==> src/rtl/branch_check_queue_pkg.sv <==
// Shared definitions for the branch check queue: instruction geometry and
// the packed layout of one queue entry {pdReason, pdBranch, pdPC, pc}.
package branch_check_queue_pkg;

  localparam int INST_BYTES = 4;
  localparam int SLOT_NUM   = 2;

  // Field widths of a queue entry, given the address width
  localparam int PDBR_W  = 1;
  localparam int PDRSN_W = 1;

  // Bit offsets of each field inside a packed entry
  localparam int PC_LSB = 0;

  function automatic int pdpc_lsb(input int aw);
    return PC_LSB + aw;
  endfunction

  function automatic int pdbr_bit(input int aw);
    return pdpc_lsb(aw) + aw;
  endfunction

  function automatic int pdrsn_bit(input int aw);
    return pdbr_bit(aw) + PDBR_W;
  endfunction

  function automatic int entry_width(input int aw);
    return pdrsn_bit(aw) + PDRSN_W;
  endfunction

endpackage

==> src/rtl/branch_check_queue_checker.sv <==
// brq_checker: combinational compare of the oldest recorded prediction
// against the outcome EX resolved, giving the mispredict flag and the
// PC execution must continue from.
module brq_checker
  import branch_check_queue_pkg::*;
#(
  parameter int ADDR_WIDTH = 32
) (
  input  logic [ADDR_WIDTH-1:0]        pc,
  input  logic [ADDR_WIDTH-1:0]        pd_pc,
  input  logic                         pd_branch,
  input  logic                         pd_reason,
  input  logic [$clog2(SLOT_NUM)-1:0]  ex_slot,
  input  logic                         ex_branch,
  input  logic [ADDR_WIDTH-1:0]        ex_pc_tar,
  output logic                         wrong,
  output logic [ADDR_WIDTH-1:0]        correct_pc
);

  logic [ADDR_WIDTH-1:0] ipc;

  // A slot that was not the predicted-taken one is wrong only if it branched;
  // the predicted slot must branch and hit the predicted target.
  always_comb begin
    wrong = ex_branch;
    if (pd_branch && (pd_reason == ex_slot))
      wrong = ~ex_branch | (ex_pc_tar != pd_pc);
    ipc        = pc + ADDR_WIDTH'(INST_BYTES) * ADDR_WIDTH'(ex_slot);
    correct_pc = ex_branch ? ex_pc_tar : ipc + ADDR_WIDTH'(INST_BYTES);
  end

endmodule

==> src/rtl/branch_check_queue.sv <==
// branch_check_queue: in-order record of IF predictions, checked against EX
// resolution; raises a one-cycle chkWrong with the correct PC on mispredict.
// Optional build macro BRQ_STAT_EN adds saturating statTotal/statWrong counters.
module branch_check_queue
  import branch_check_queue_pkg::*;
#(
  parameter int ADDR_WIDTH  = 32,
  parameter int QUEUE_DEPTH = 8,
  parameter int PTR_WIDTH   = 3
) (
  input  logic                  clk,
  input  logic                  rstn,
  input  logic                  pushVld,
  output logic                  pushRdy,
  input  logic [ADDR_WIDTH-1:0] pushPC,
  input  logic [ADDR_WIDTH-1:0] pushPdPC,
  input  logic                  pushPdBranch,
  input  logic                  pushPdReason,
  input  logic                  exVld,
  input  logic                  exSlot,
  input  logic                  exLast,
  input  logic                  exBranch,
  input  logic [ADDR_WIDTH-1:0] exPCTar,
  input  logic                  flush,
  output logic                  chkWrong,
  output logic [ADDR_WIDTH-1:0] chkPC,
  output logic                  qEmpty
`ifdef BRQ_STAT_EN
  ,
  output logic [31:0]           statTotal,
  output logic [31:0]           statWrong
`endif
);

  localparam int ENTRY_W  = entry_width(ADDR_WIDTH);
  localparam int PDPC_LSB = pdpc_lsb(ADDR_WIDTH);
  localparam int PDBR     = pdbr_bit(ADDR_WIDTH);
  localparam int PDRSN    = pdrsn_bit(ADDR_WIDTH);

  logic [ENTRY_W-1:0]    entries [QUEUE_DEPTH];
  logic [PTR_WIDTH-1:0]  head;
  logic [PTR_WIDTH-1:0]  tail;
  logic [PTR_WIDTH:0]    count;
  logic [ENTRY_W-1:0]    head_entry;
  logic [ENTRY_W-1:0]    push_entry;
  logic                  wrong;
  logic [ADDR_WIDTH-1:0] correct_pc;
  logic                  check;
  logic                  mispredict;
  logic                  clear;
  logic                  do_push;
  logic                  do_pop;

  assign head_entry = entries[head];
  assign pushRdy    = (count < (PTR_WIDTH+1)'(QUEUE_DEPTH));
  assign qEmpty     = (count == '0);

  brq_checker #(.ADDR_WIDTH(ADDR_WIDTH)) u_checker (
    .pc         (head_entry[PC_LSB +: ADDR_WIDTH]),
    .pd_pc      (head_entry[PDPC_LSB +: ADDR_WIDTH]),
    .pd_branch  (head_entry[PDBR]),
    .pd_reason  (head_entry[PDRSN]),
    .ex_slot    (exSlot),
    .ex_branch  (exBranch),
    .ex_pc_tar  (exPCTar),
    .wrong      (wrong),
    .correct_pc (correct_pc)
  );

  // Qualify the check and derive this cycle's push/pop/clear decisions
  always_comb begin
    check      = exVld & ~qEmpty;
    mispredict = check & wrong & ~flush;
    clear      = flush | mispredict;
    do_push    = pushVld & pushRdy & ~clear;
    do_pop     = check & exLast & ~wrong & ~flush;
  end

  // Pack the incoming prediction into entry layout
  always_comb begin
    push_entry = '0;
    push_entry[PC_LSB +: ADDR_WIDTH]   = pushPC;
    push_entry[PDPC_LSB +: ADDR_WIDTH] = pushPdPC;
    push_entry[PDBR]                   = pushPdBranch;
    push_entry[PDRSN]                  = pushPdReason;
  end

  // Pointer and occupancy bookkeeping; a mispredict or flush empties the queue
  always_ff @(posedge clk or negedge rstn) begin
    if (!rstn) begin
      head  <= '0;
      tail  <= '0;
      count <= '0;
    end else if (clear) begin
      head  <= '0;
      tail  <= '0;
      count <= '0;
    end else begin
      if (do_push) tail <= tail + 1'b1;
      if (do_pop)  head <= head + 1'b1;
      count <= count + (PTR_WIDTH+1)'(do_push) - (PTR_WIDTH+1)'(do_pop);
    end
  end

  // Entry storage, written at the tail on an accepted push
  always_ff @(posedge clk or negedge rstn) begin
    if (!rstn) begin
      for (int i = 0; i < QUEUE_DEPTH; i++) entries[i] <= '0;
    end else if (do_push) begin
      entries[tail] <= push_entry;
    end
  end

  // Registered mispredict pulse; the redirect PC holds until the next one
  always_ff @(posedge clk or negedge rstn) begin
    if (!rstn) begin
      chkWrong <= 1'b0;
      chkPC    <= '0;
    end else begin
      chkWrong <= mispredict;
      if (mispredict) chkPC <= correct_pc;
    end
  end

`ifdef BRQ_STAT_EN
  // Saturating counts of evaluated checks and signalled mispredicts
  always_ff @(posedge clk or negedge rstn) begin
    if (!rstn) begin
      statTotal <= '0;
      statWrong <= '0;
    end else begin
      if (check && (statTotal != '1))      statTotal <= statTotal + 1'b1;
      if (mispredict && (statWrong != '1)) statWrong <= statWrong + 1'b1;
    end
  end
`endif

endmodule

==> config.mk <==
export PLATFORM = sky130hd
export DESIGN_NAME = branch_check_queue
export DESIGN_NICKNAME = d
export VERILOG_FILES = /design/src/rtl/branch_check_queue_pkg.sv /design/src/rtl/branch_check_queue_checker.sv /design/src/rtl/branch_check_queue.sv
export SDC_FILE = /design/constraint.sdc
export NUM_CORES = 1
export LEC_CHECK = 0
export CAP_MARGIN = 40
export CORE_MARGIN = 8
export CORE_UTILIZATION = 45
export CTS_CLUSTER_DIAMETER = 120
export DETAILED_ROUTE_END_ITERATION = 8
export SLEW_MARGIN = 20
export SYNTH_ARGS = -nofsm -noshare
export SYNTH_HDL_FRONTEND = slang
export SYNTH_HIERARCHICAL = 1
export SYNTH_SLANG_ARGS = --single-unit
==> constraint.sdc <==
create_clock -name clk -period 6.5 [get_ports clk]
set_clock_uncertainty 0.15 [all_clocks]
set_input_delay 0.65 -clock clk [delete_from_list [all_inputs] [get_ports clk]]
set_output_delay 0.65 -clock clk [all_outputs]
set_load 0.005 [all_outputs]
==> results.cfg <==
[clock_tree]
cts_max_level = 2
cts_resized = 0
cts_tree = yes
numCtsBuffers = 61
clockBufferDepth = 3
clk_latency_ns = 0.62
clock_sinks = 571
clk_pin_slew_ns = 0.06
clockRootBuffer = clkbuf_16

[power]
powerDensity_nw_per_um2 = 368
ir_drop_mv = 0.238
p_leak_nw = 13.8

[worst_setup_path]
arrival_ns = 6.06
r2r_slack_ns = 0.78
crit_chain = buf_12 > mux4_2 > mux2_2 > xnor2_1 > nand4_1 > nor4_1 > a31oi_1 > and2_1 > a2111o_2 > buf_4 > mux2_1
required_ns = 6.84
cp-start-kind = flip-flop
critical_path_class = flip-flop to flip-flop
rr_startpoint = head[0]
critPathMaxFanout = 30
crit_buf_inv = 2
cp.depth = 11
rr_endpoint = entries[187]
critPathSlowestCell = dfrtp_4
endpoint_kind = flip-flop
reg2regPathDepth = 11
critPathMaxStageDelay_ns = 0.88
critPathTopFamily = simple AND/OR/NAND/NOR gates

[global_routing]
grt_overflow_total = 0
gr-usage-all-layers_pct = 20.5
grt_pass1_wl_mm = 106
grt_max_degree = 170
grt_pass1_vias = 16600
antenna_found_initial = 5

[yosys]
netlist.area_leader.share_pct = 53.4
yosys.cell_count.top_type = dfrtp_1
synth_warnings = 6
mappedNetlistArea_um2 = 26800
avgSynthCellArea_um2 = 15.7
netlist_instances = 1703
syn_nets = 1821
synthDistinctLibCells = 44
synth_commonest_cells = dfrtp_1, mux2_2, mux4_2
yosys.area.top_type = dfrtp_1
synth-main-ff-cell = dfrtp_1
synth.area.top_cells = dfrtp_1, mux2_2, mux4_2
ys_ff_latch = 571
synth_edf_count = 0
yosysSeqAreaShare_pct = 53.4
async_reset_ff_share_pct = 100

[die]
ios = 141
die_w_um = 260
die_area_um2 = 67500
initial_utilization_pct = 45.4
core.rowCount = 89
core-area_um2 = 58900
chipHeight_um = 260

[routing]
drt_iter0_drc = 911
wl_per_cell_um = 25.7
drc = 0
wl_mm = 68.4
vias = 15300
antenna_left = 0
first_pass_iters = 5
vias_per_cell = 5.75

[hold_path]
whs_endpoint = entries[172]
hp-start = entries[172]
holdPathStages = 1
hold_path_class = flip-flop to flip-flop

[cells_and_area]
areaGrowthSynthToFinish_pct = 16.8
drive_above_1_share_pct = 42.3
final.fill_count = 4836
final_cells = 2660
finalNetCount = 1962

[timing]
slew_violations = 0
post-route-min-period_ns = 5.72
period_share_pct = 88.0
rsz0062_at_grt = false
timing.setup.tns_ns = 0
max_freq_mhz = 175
setup_viol = 0
final.setup.worst_slack_ns = 0.777
worst_slew_pin_slew_ns = 0.961
hold_viol = 0
relSlewSlack_pct = 35.9

[job]
drv_cap = 0

[place]
place_hpwl_mm = 45.6
place_inst = 2551
dp_slack_ns = 0.783
gp_congestion = 0.807
port-buffer-count = 140

[run_status]
status = completed
how the worst max path moves through the flow:
stage,startpoint,end
floorplan,head[0],count[3]
global placement,head[0],entries[7]
detailed placement,head[0],entries[166]
CTS,head[0],entries[185]
global route,head[0],count[3]
finish,head[0],entries[187]
flip-flops by register name, summed over array words and instances (netlist names):
signal	count
head	3
count	4
tail	3
chkWrong	1
entries	528
chkPC	32
placed cells by master (no fill, tap or decap), types with 11 or more instances in the layout:
| cell type | synthesis | final |
|---|---|---|
| a31oi_1 | 15 | 15 |
| buf_12 | 0 | 22 |
| buf_4 | 13 | 23 |
| clkbuf_1 | 42 | 14 |
| clkbuf_16 | 0 | 63 |
| clkbuf_8 | 0 | 13 |
| clkdlybuf4s50_1 | 0 | 139 |
| dfrtp_1 | 571 | 568 |
| ha_1 | 11 | 11 |
| inv_1 | 12 | 12 |
| mux2_1 | 120 | 120 |
| mux2_2 | 510 | 510 |
| mux4_2 | 132 | 132 |
| nand2_1 | 28 | 28 |
| nand4_1 | 18 | 18 |
| nor2_1 | 19 | 19 |
| o21ai_0 | 26 | 26 |
| xnor2_1 | 40 | 40 |
| xor2_1 | 11 | 11 |
per-stage QoR:
stage	hold slack [ns]	total power, W	cell area, µm²	utilization [%]
2_1_floorplan	0.204	0.00689	26800	-
6_report	0.335	0.0115	31300	53.1
3_5_place_dp	0.328	0.00805	29200	49.5
4_1_cts	0.341	0.0116	31200	53.0
5_1_grt	0.357	0.0121	31300	53.1
3_3_place_gp	0.318	0.00794	29200	49.5
cells by family after synthesis:
family / Yosys count / synth area share, %
buffers and inverters: 122 / 2.48
xor gates and xnor gates: 51 / 1.67
DFF: 571 / 53.4
muxes: 763 / 37.7
adders and majority gates: 12 / 0.589
AOI/OAI and AO/OA: 61 / 1.58
and+or+nand+nor: 123 / 2.63
final cells by class:
type	instances	area (µm²)	share of cell area, %
Clock inverter	15	229	0.733
Antenna cell	1	2.50	0.00801
Sequential cell	571	14300	45.8
Timing Repair Buffer	187	2040	6.54
Multi-Input combinational cell	1010	11900	37.9
Tap cell	773	967	3.09
Clock buffer	90	1810	5.78
Inverter	13	48.8	0.156
power by group:
group / switching [W] / total (W) / leakage, nW / internal, W
Combinational: 0.00126 / 0.00300 / 5.26 / 0.00173
Sequential: 0.000500 / 0.00496 / 7.57 / 0.00446
Clock: 0.00139 / 0.00353 / 1.01 / 0.00214
repair_timing:
item	in CTS	in global routing
hold buffers	1	0
setup buffers	0	0
endpoints found under the hold margin	81	0
endpoints found under the setup margin	0	0
metal layers:
metal	track usage (%)	wire length, µm
met3	4.77	3920
met1	27.8	30400
met4	6.25	1850
met2	32.6	32200
met5	0.584	85
(Power assumes the default switching activity.)
